## src/rtl/vr_loc_scan.sv

```systemverilog
// rtl/vr_loc_scan.sv - round-robin pot scanner: settle, average and hysteresis-filter detector location per channel
module vr_loc_scan #(
    parameter int C_CH_N     = 4,
    parameter int C_SEL_W    = 2,
    parameter int C_SETTLE   = 1048576,
    parameter int C_SETTLE_W = 21,
    parameter int C_AVG_SH   = 2,
    parameter int C_HYS      = 2
) (
    input  logic               CK_i,
    input  logic               XARST_i,
    input  logic               EN_CK_i,
    input  logic               RUN_i,
    input  logic [7:0]         LOC_i,
    output logic [C_SEL_W-1:0] SEL_o,
    output logic               BUSY_o,
    input  logic [C_SEL_W-1:0] RD_ADR_i,
    output logic [7:0]         RD_DAT_o,
    output logic [C_CH_N-1:0]  VLD_o,
    output logic               UPD_o,
    output logic [C_SEL_W-1:0] UPD_CH_o,
    output logic [7:0]         UPD_DAT_o,
    output logic               CHG_o
);

    localparam int ACC_W = 8 + C_AVG_SH;
    localparam int SMP_W = C_AVG_SH + 1;
    localparam logic [SMP_W-1:0]      SMP_LAST = SMP_W'((1 << C_AVG_SH) - 1);
    localparam logic [C_SEL_W-1:0]    CH_LAST  = C_SEL_W'(C_CH_N - 1);
    localparam logic [C_SEL_W:0]      CH_N_L   = (C_SEL_W + 1)'(C_CH_N);
    localparam logic [C_SETTLE_W-1:0] SET_INI  = C_SETTLE_W'(C_SETTLE - 1);
    localparam logic [7:0]            HYS_L    = 8'(C_HYS);

    typedef enum logic [2:0] {
        ST_IDLE,
        ST_SEL,
        ST_SETTLE,
        ST_ACC,
        ST_STORE
    } state_t;

    state_t                state_q, state_d;
    logic [C_SEL_W-1:0]    ch_q, ch_d;
    logic [C_SEL_W-1:0]    sel_q, sel_d;
    logic [C_SETTLE_W-1:0] cnt_q, cnt_d;
    logic [ACC_W-1:0]      acc_q, acc_d;
    logic [SMP_W-1:0]      smp_q, smp_d;
    logic [7:0]            bank_q [C_CH_N];
    logic [7:0]            bank_d [C_CH_N];
    logic [C_CH_N-1:0]     vld_q, vld_d;
    logic                  busy_q, busy_d;
    logic [7:0]            rd_dat_q, rd_dat_d;
    logic                  upd_q, upd_d;
    logic [C_SEL_W-1:0]    upd_ch_q, upd_ch_d;
    logic [7:0]            upd_dat_q, upd_dat_d;
    logic                  chg_q, chg_d;

    logic [7:0] avg;
    logic [7:0] stored;
    logic [7:0] diff;

    always_comb begin
        state_d   = state_q;
        ch_d      = ch_q;
        sel_d     = sel_q;
        cnt_d     = cnt_q;
        acc_d     = acc_q;
        smp_d     = smp_q;
        bank_d    = bank_q;
        vld_d     = vld_q;
        upd_d     = 1'b0;
        chg_d     = 1'b0;
        upd_ch_d  = upd_ch_q;
        upd_dat_d = upd_dat_q;

        avg    = acc_q[ACC_W-1:C_AVG_SH];
        stored = bank_q[ch_q];
        diff   = (avg >= stored) ? (avg - stored) : (stored - avg);

        if (EN_CK_i) begin
            case (state_q)
                ST_IDLE: begin
                    if (RUN_i) state_d = ST_SEL;
                end
                ST_SEL: begin
                    if (!RUN_i) begin
                        state_d = ST_IDLE;
                    end else begin
                        sel_d   = ch_q;
                        cnt_d   = SET_INI;
                        state_d = ST_SETTLE;
                    end
                end
                ST_SETTLE: begin
                    if (!RUN_i) begin
                        state_d = ST_IDLE;
                    end else if (cnt_q == '0) begin
                        acc_d   = '0;
                        smp_d   = '0;
                        state_d = ST_ACC;
                    end else begin
                        cnt_d = cnt_q - 1'b1;
                    end
                end
                ST_ACC: begin
                    if (!RUN_i) begin
                        state_d = ST_IDLE;
                    end else begin
                        acc_d = acc_q + ACC_W'(LOC_i);
                        smp_d = smp_q + 1'b1;
                        if (smp_q == SMP_LAST) state_d = ST_STORE;
                    end
                end
                ST_STORE: begin
                    // First measurement of a channel always lands, whatever the distance.
                    if (!vld_q[ch_q] || diff > HYS_L) begin
                        bank_d[ch_q] = avg;
                        vld_d[ch_q]  = 1'b1;
                        chg_d        = 1'b1;
                    end
                    upd_d     = 1'b1;
                    upd_ch_d  = ch_q;
                    upd_dat_d = avg;
                    ch_d      = (ch_q == CH_LAST) ? '0 : ch_q + 1'b1;
                    state_d   = RUN_i ? ST_SEL : ST_IDLE;
                end
                default: state_d = ST_IDLE;
            endcase
        end
    end

    always_comb begin
        busy_d   = (state_q != ST_IDLE);
        rd_dat_d = 8'h80;
        if ({1'b0, RD_ADR_i} < CH_N_L) rd_dat_d = bank_q[RD_ADR_i];
    end

    always_ff @(posedge CK_i or negedge XARST_i) begin
        if (!XARST_i) begin
            state_q   <= ST_IDLE;
            ch_q      <= '0;
            sel_q     <= '0;
            cnt_q     <= '0;
            acc_q     <= '0;
            smp_q     <= '0;
            for (int i = 0; i < C_CH_N; i++) bank_q[i] <= 8'h80;
            vld_q     <= '0;
            busy_q    <= 1'b0;
            rd_dat_q  <= 8'h80;
            upd_q     <= 1'b0;
            upd_ch_q  <= '0;
            upd_dat_q <= 8'h80;
            chg_q     <= 1'b0;
        end else begin
            state_q   <= state_d;
            ch_q      <= ch_d;
            sel_q     <= sel_d;
            cnt_q     <= cnt_d;
            acc_q     <= acc_d;
            smp_q     <= smp_d;
            bank_q    <= bank_d;
            vld_q     <= vld_d;
            busy_q    <= busy_d;
            rd_dat_q  <= rd_dat_d;
            upd_q     <= upd_d;
            upd_ch_q  <= upd_ch_d;
            upd_dat_q <= upd_dat_d;
            chg_q     <= chg_d;
        end
    end

    assign SEL_o     = sel_q;
    assign BUSY_o    = busy_q;
    assign RD_DAT_o  = rd_dat_q;
    assign VLD_o     = vld_q;
    assign UPD_o     = upd_q;
    assign UPD_CH_o  = upd_ch_q;
    assign UPD_DAT_o = upd_dat_q;
    assign CHG_o     = chg_q;

endmodule
```

## config.mk

```make
export PLATFORM = sky130hd
export DESIGN_NAME = vr_loc_scan
export DESIGN_NICKNAME = d
export VERILOG_FILES = /design/src/rtl/vr_loc_scan.sv
export SDC_FILE = /design/constraint.sdc
export NUM_CORES = 1
export LEC_CHECK = 0
export CAP_MARGIN = 20
export CORE_UTILIZATION = 55
export DETAILED_ROUTE_END_ITERATION = 8
export GPL_ROUTABILITY_DRIVEN = 0
export PLACE_DENSITY = 0.77
export SYNTH_ARGS = -nofsm -noshare
export SYNTH_HDL_FRONTEND = slang
export SYNTH_SLANG_ARGS = --single-unit
```

## constraint.sdc

```tcl
create_clock -name CK_i -period 4.09 [get_ports CK_i]
set_input_delay 1.0225 -clock CK_i [delete_from_list [all_inputs] [get_ports CK_i]]
set_output_delay 1.0225 -clock CK_i [all_outputs]
set_load 0.01 [all_outputs]
```

==> out/results.tsv <==
stage	metric	value	unit
sta	slew_headroom	0.497	
floorplan	floorplan.die_area	10600	sq um
sta	tightest_slew	0.754	ns
run_status	status	finished clean	
synthesis	syn_area	5610	sq um
synthesis	synth_cell_types	60	
floorplan	core	9820	sq um
global_route	grt_pass1_vias	3787	
worst_setup_path	path_cells	mux4_2 -> inv_1 -> ha_1 -> inv_1 -> fa_1 -> a21o_1 -> a2111oi_0 -> o22ai_1 -> nor4b_4 -> a22oi_4 -> nand3_4 -> mux2_4	
synthesis	synth_flop_cell	dfrtp_1	
sta	period_share	0.896	
floorplan	start_util	0.571	
placed_design	place_hpwl	8360	um
sta	clock.fmax	0.273	GHz
clock_tree	clockBufferDepth	2	
clock_tree	postCtsHoldBufs	0	
cells_and_area	layout.area.seq	2460	sq um
global_route	overflow	0	
floorplan	io_pins	41	
run	maxCapViolCount	0	
detailed_routing	wire_per_inst	17.0	um
clock_tree	post_cts_buffers	0	
power	ir_worst_vdd	0.397	mV
worst_setup_path	crit_top_cell	inv_1	
synthesis	synth_edf_count	0	
worst_setup_path	worstSetupPathType	reg -> reg	
global_route	track_usage	0.237	
sta	final_max_slew_viol_count	0	
cells_and_area	utilization	0.646	
sta	period_needed	3.67	ns
clock_tree	clock-sinks	98	
global_route	grt_antenna_before_repair	0	
clock_tree	cts_resized	0	
cells_and_area	syn_to_final_growth	13.2	%
sta	fin_tns_setup	0	ns
hold_path	min_path_type	reg -> reg	
synthesis	yosys_warnings	0	
worst_setup_path	critPathCaptureType	flop	
synthesis	ys_seq_area_frac	0.439	
cells_and_area	drive_gt1_frac	0.165	
cells_and_area	fill_cells	777	
placed_design	pre_cts_slack	0.472	ns
synthesis	synth-seq-cells	98	
detailed_routing	first_pass_iters	4	
synthesis	synthArstFlopShare	1.00	
sta	finalHoldViolations	0	
detailed_routing	viasPerCell	5.76	
power	report.power.total	3.62	mW
global_route	grt_max_degree	60	
detailed_routing	postRouteAntennaNets	0	
worst_setup_path	cpMaxStageDelayCell	mux4_2	
synthesis	syn_inst	493	
floorplan	die_height	103	um
cells_and_area	multi_input_area	2950	sq um
worst_setup_path	required	4.34	ns
worst_setup_path	crit_arrival	3.92	ns
power	p_leak	2.80	nW
floorplan	die_w	103	um
worst_setup_path	cp_max_fo	9	
detailed_routing	drt_iter0_drc	147	
sta	grt_setup_unrepaired	false	
global_route	grt_pass1_wl	19100	um
clock_tree	htreeDepth	3	
synthesis	postSynthAreaPerCell	11.4	sq um
floorplan	rows	36	
clock_tree	tritoncts	yes	
worst_setup_path	start_kind	flop	
sta	final-setup-viol-count	0	
clock_tree	cts_root_buffer	clkbuf_8	
cells_and_area	antennaDiodeCount	0	
clock_tree	clk_pin_slew	0.09	ns
power	pwr_density_cell	571	nW/um^2
detailed_routing	wirelength	11400	um
synthesis	synth_nets	541	
placed_design	io_buffers	40	
clock_tree	cts_buffers	9	
clock_tree	clkLatencyLatePin	0.37	ns
cells_and_area	finalNetCount	581	
worst_setup_path	cpPeakStageDelay	0.56	ns
detailed_routing	vias	3863	
sta	clock_skew	0.0135	ns
sta	setup_slack	0.423	ns
detailed_routing	drc_errors	0	
## registers in the layout, indices dropped and copies added, names as in the netlist, 3 cells and up
signal,cells
acc_q,10
bank_q,32
UPD_DAT_o,8
RD_DAT_o,8
VLD_o,4
smp_q,3
cnt_q,21
state_q,3
## area by class of cell
class | instances | area share
multi-input cells | 344 | 0.464
flip-flops and latches | 98 | 0.388
repair buffers | 49 | 0.0733
well taps | 133 | 0.0262
clock buffers | 10 | 0.0201
inverters | 31 | 0.0183
clock inverters | 6 | 0.0103
## path summary, 6_finish.rpt
| kind | start | slack, ns | endpoint | depth (start not counted) |
|---|---|---|---|---|
| min reg2reg | smp_q[1]$_DFFE_PN0P_ | 0.49 | smp_q[1]$_DFFE_PN0P_ | 2 |
| max reg2reg | ch_q[0]$_DFFE_PN0P_ | 0.42 | bank_q[30]$_DFFE_PN0P_ | 12 |
| min | smp_q[1]$_DFFE_PN0P_ | 0.49 | smp_q[1]$_DFFE_PN0P_ | 2 |
| min in group asynchronous | XARST_i | 0.72 | acc_q[0]$_DFFE_PN0P_ | 1 |
| max | ch_q[0]$_DFFE_PN0P_ | 0.42 | bank_q[30]$_DFFE_PN0P_ | 12 |
| max in group asynchronous | XARST_i | 2.53 | UPD_DAT_o[7]$_DFFE_PN1P_ | 2 |
## cell usage in the layout, fill, tap and decap left out, drive strengths merged, types with 3 or more instances in the layout
cell type,instances
clkdlybuf4s50,39
o21ai,25
and3,6
o211ai,5
buf,10
mux2,42
mux4,17
ha,31
dfstp,6
nor2,16
nand4,3
inv,33
o21a,4
nor4,4
nor3,9
a21oi,23
dfrtp,92
o31ai,6
xnor2,11
nand2,53
nor2b,5
or3,3
nand2b,7
xor2,16
clkbuf,10
fa,3
a21o,8
nand3,17
a211oi,4
## metal layers
| layer | GRT usage | part of all wire | up-vias |
|---|---|---|---|
| met5 | 0 | 0 | - |
| met1 | 0.314 | 0.46 | 1928 |
| met4 | 0.0953 | 0.019 | 0 |
| li1 | - | - | 1843 |
| met2 | 0.391 | 0.49 | 71 |
| met3 | 0.0414 | 0.029 | 21 |
## power breakdown
| group | internal, mW | switching (mW) | total (mW) |
|---|---|---|---|
| combinational | 0.732 | 0.865 | 1.60 |
| sequential | 1.16 | 0.229 | 1.39 |
| clock | 0.286 | 0.346 | 0.632 |
| total | 2.18 | 1.44 | 3.62 |
## logic make-up (layout without fill, tap and decap cells)
family | count (synthesis) | in the layout | share of synthesized area
xor+xnor | 27 | 27 | 0.0422
mux | 59 | 59 | 0.163
flops | 98 | 98 | 0.439
buf+inv | 51 | 96 | 0.0370
compound gates | 89 | 89 | 0.105
simple gates | 135 | 135 | 0.134
fa+ha+maj | 34 | 34 | 0.0799
## cell usage after synthesis, types with 2 or more instances
library cell | count | area, sq um
a2111oi_0 | 2 | 17.5
a211oi_1 | 2 | 15.0
a211oi_2 | 2 | 25.0
a21o_1 | 8 | 60.1
a21oi_1 | 22 | 110
a31o_1 | 2 | 17.5
a41oi_1 | 2 | 17.5
and3_1 | 6 | 37.5
buf_1 | 2 | 7.51
buf_2 | 3 | 15.0
clkbuf_1 | 12 | 45.0
dfrtp_1 | 92 | 2300
dfstp_2 | 6 | 158
fa_1 | 3 | 60.1
ha_1 | 31 | 388
inv_1 | 31 | 116
mux2_1 | 16 | 180
mux2_2 | 10 | 113
mux2_4 | 16 | 240
mux4_2 | 17 | 383
nand2_1 | 53 | 199
nand2b_1 | 6 | 37.5
nand3_1 | 13 | 65.1
nand3_4 | 4 | 70.1
nand3b_1 | 2 | 15.0
nand4_1 | 3 | 18.8
nor2_1 | 16 | 60.1
nor2b_1 | 5 | 31.3
nor3_1 | 9 | 45.0
nor3b_1 | 2 | 15.0
nor4_1 | 3 | 18.8
nor4b_4 | 2 | 47.6
o211ai_1 | 4 | 30.0
o21a_1 | 4 | 30.0
o21ai_0 | 23 | 115
o21ai_1 | 2 | 10.0
o22ai_1 | 2 | 12.5
o31ai_1 | 6 | 45.0
or3_1 | 3 | 18.8
xnor2_1 | 11 | 96.3
xor2_1 | 16 | 140
## critical path, delay by kind of cell (launching register included)
kind	cells	cell delay (ns)
AND/OR/NAND/NOR	2	0.53
flip-flops	1	0.50
multiplexers	2	0.88
adder cells (fa/ha/maj)	2	0.56
AO/OA/AOI/OAI	4	0.95
buffers and inverters	2	0.12
## per-stage QoR
step,hold slack [ns],instance area (sq um),cells
2_1_floorplan,0.449,5610,493
3_3_place_gp,0.461,6150,655
3_5_place_dp,0.476,6150,655
4_1_cts,0.496,6350,671
5_1_grt,0.507,6350,671
6_report,0.495,6350,671
Power figures use the tool's default switching activity.
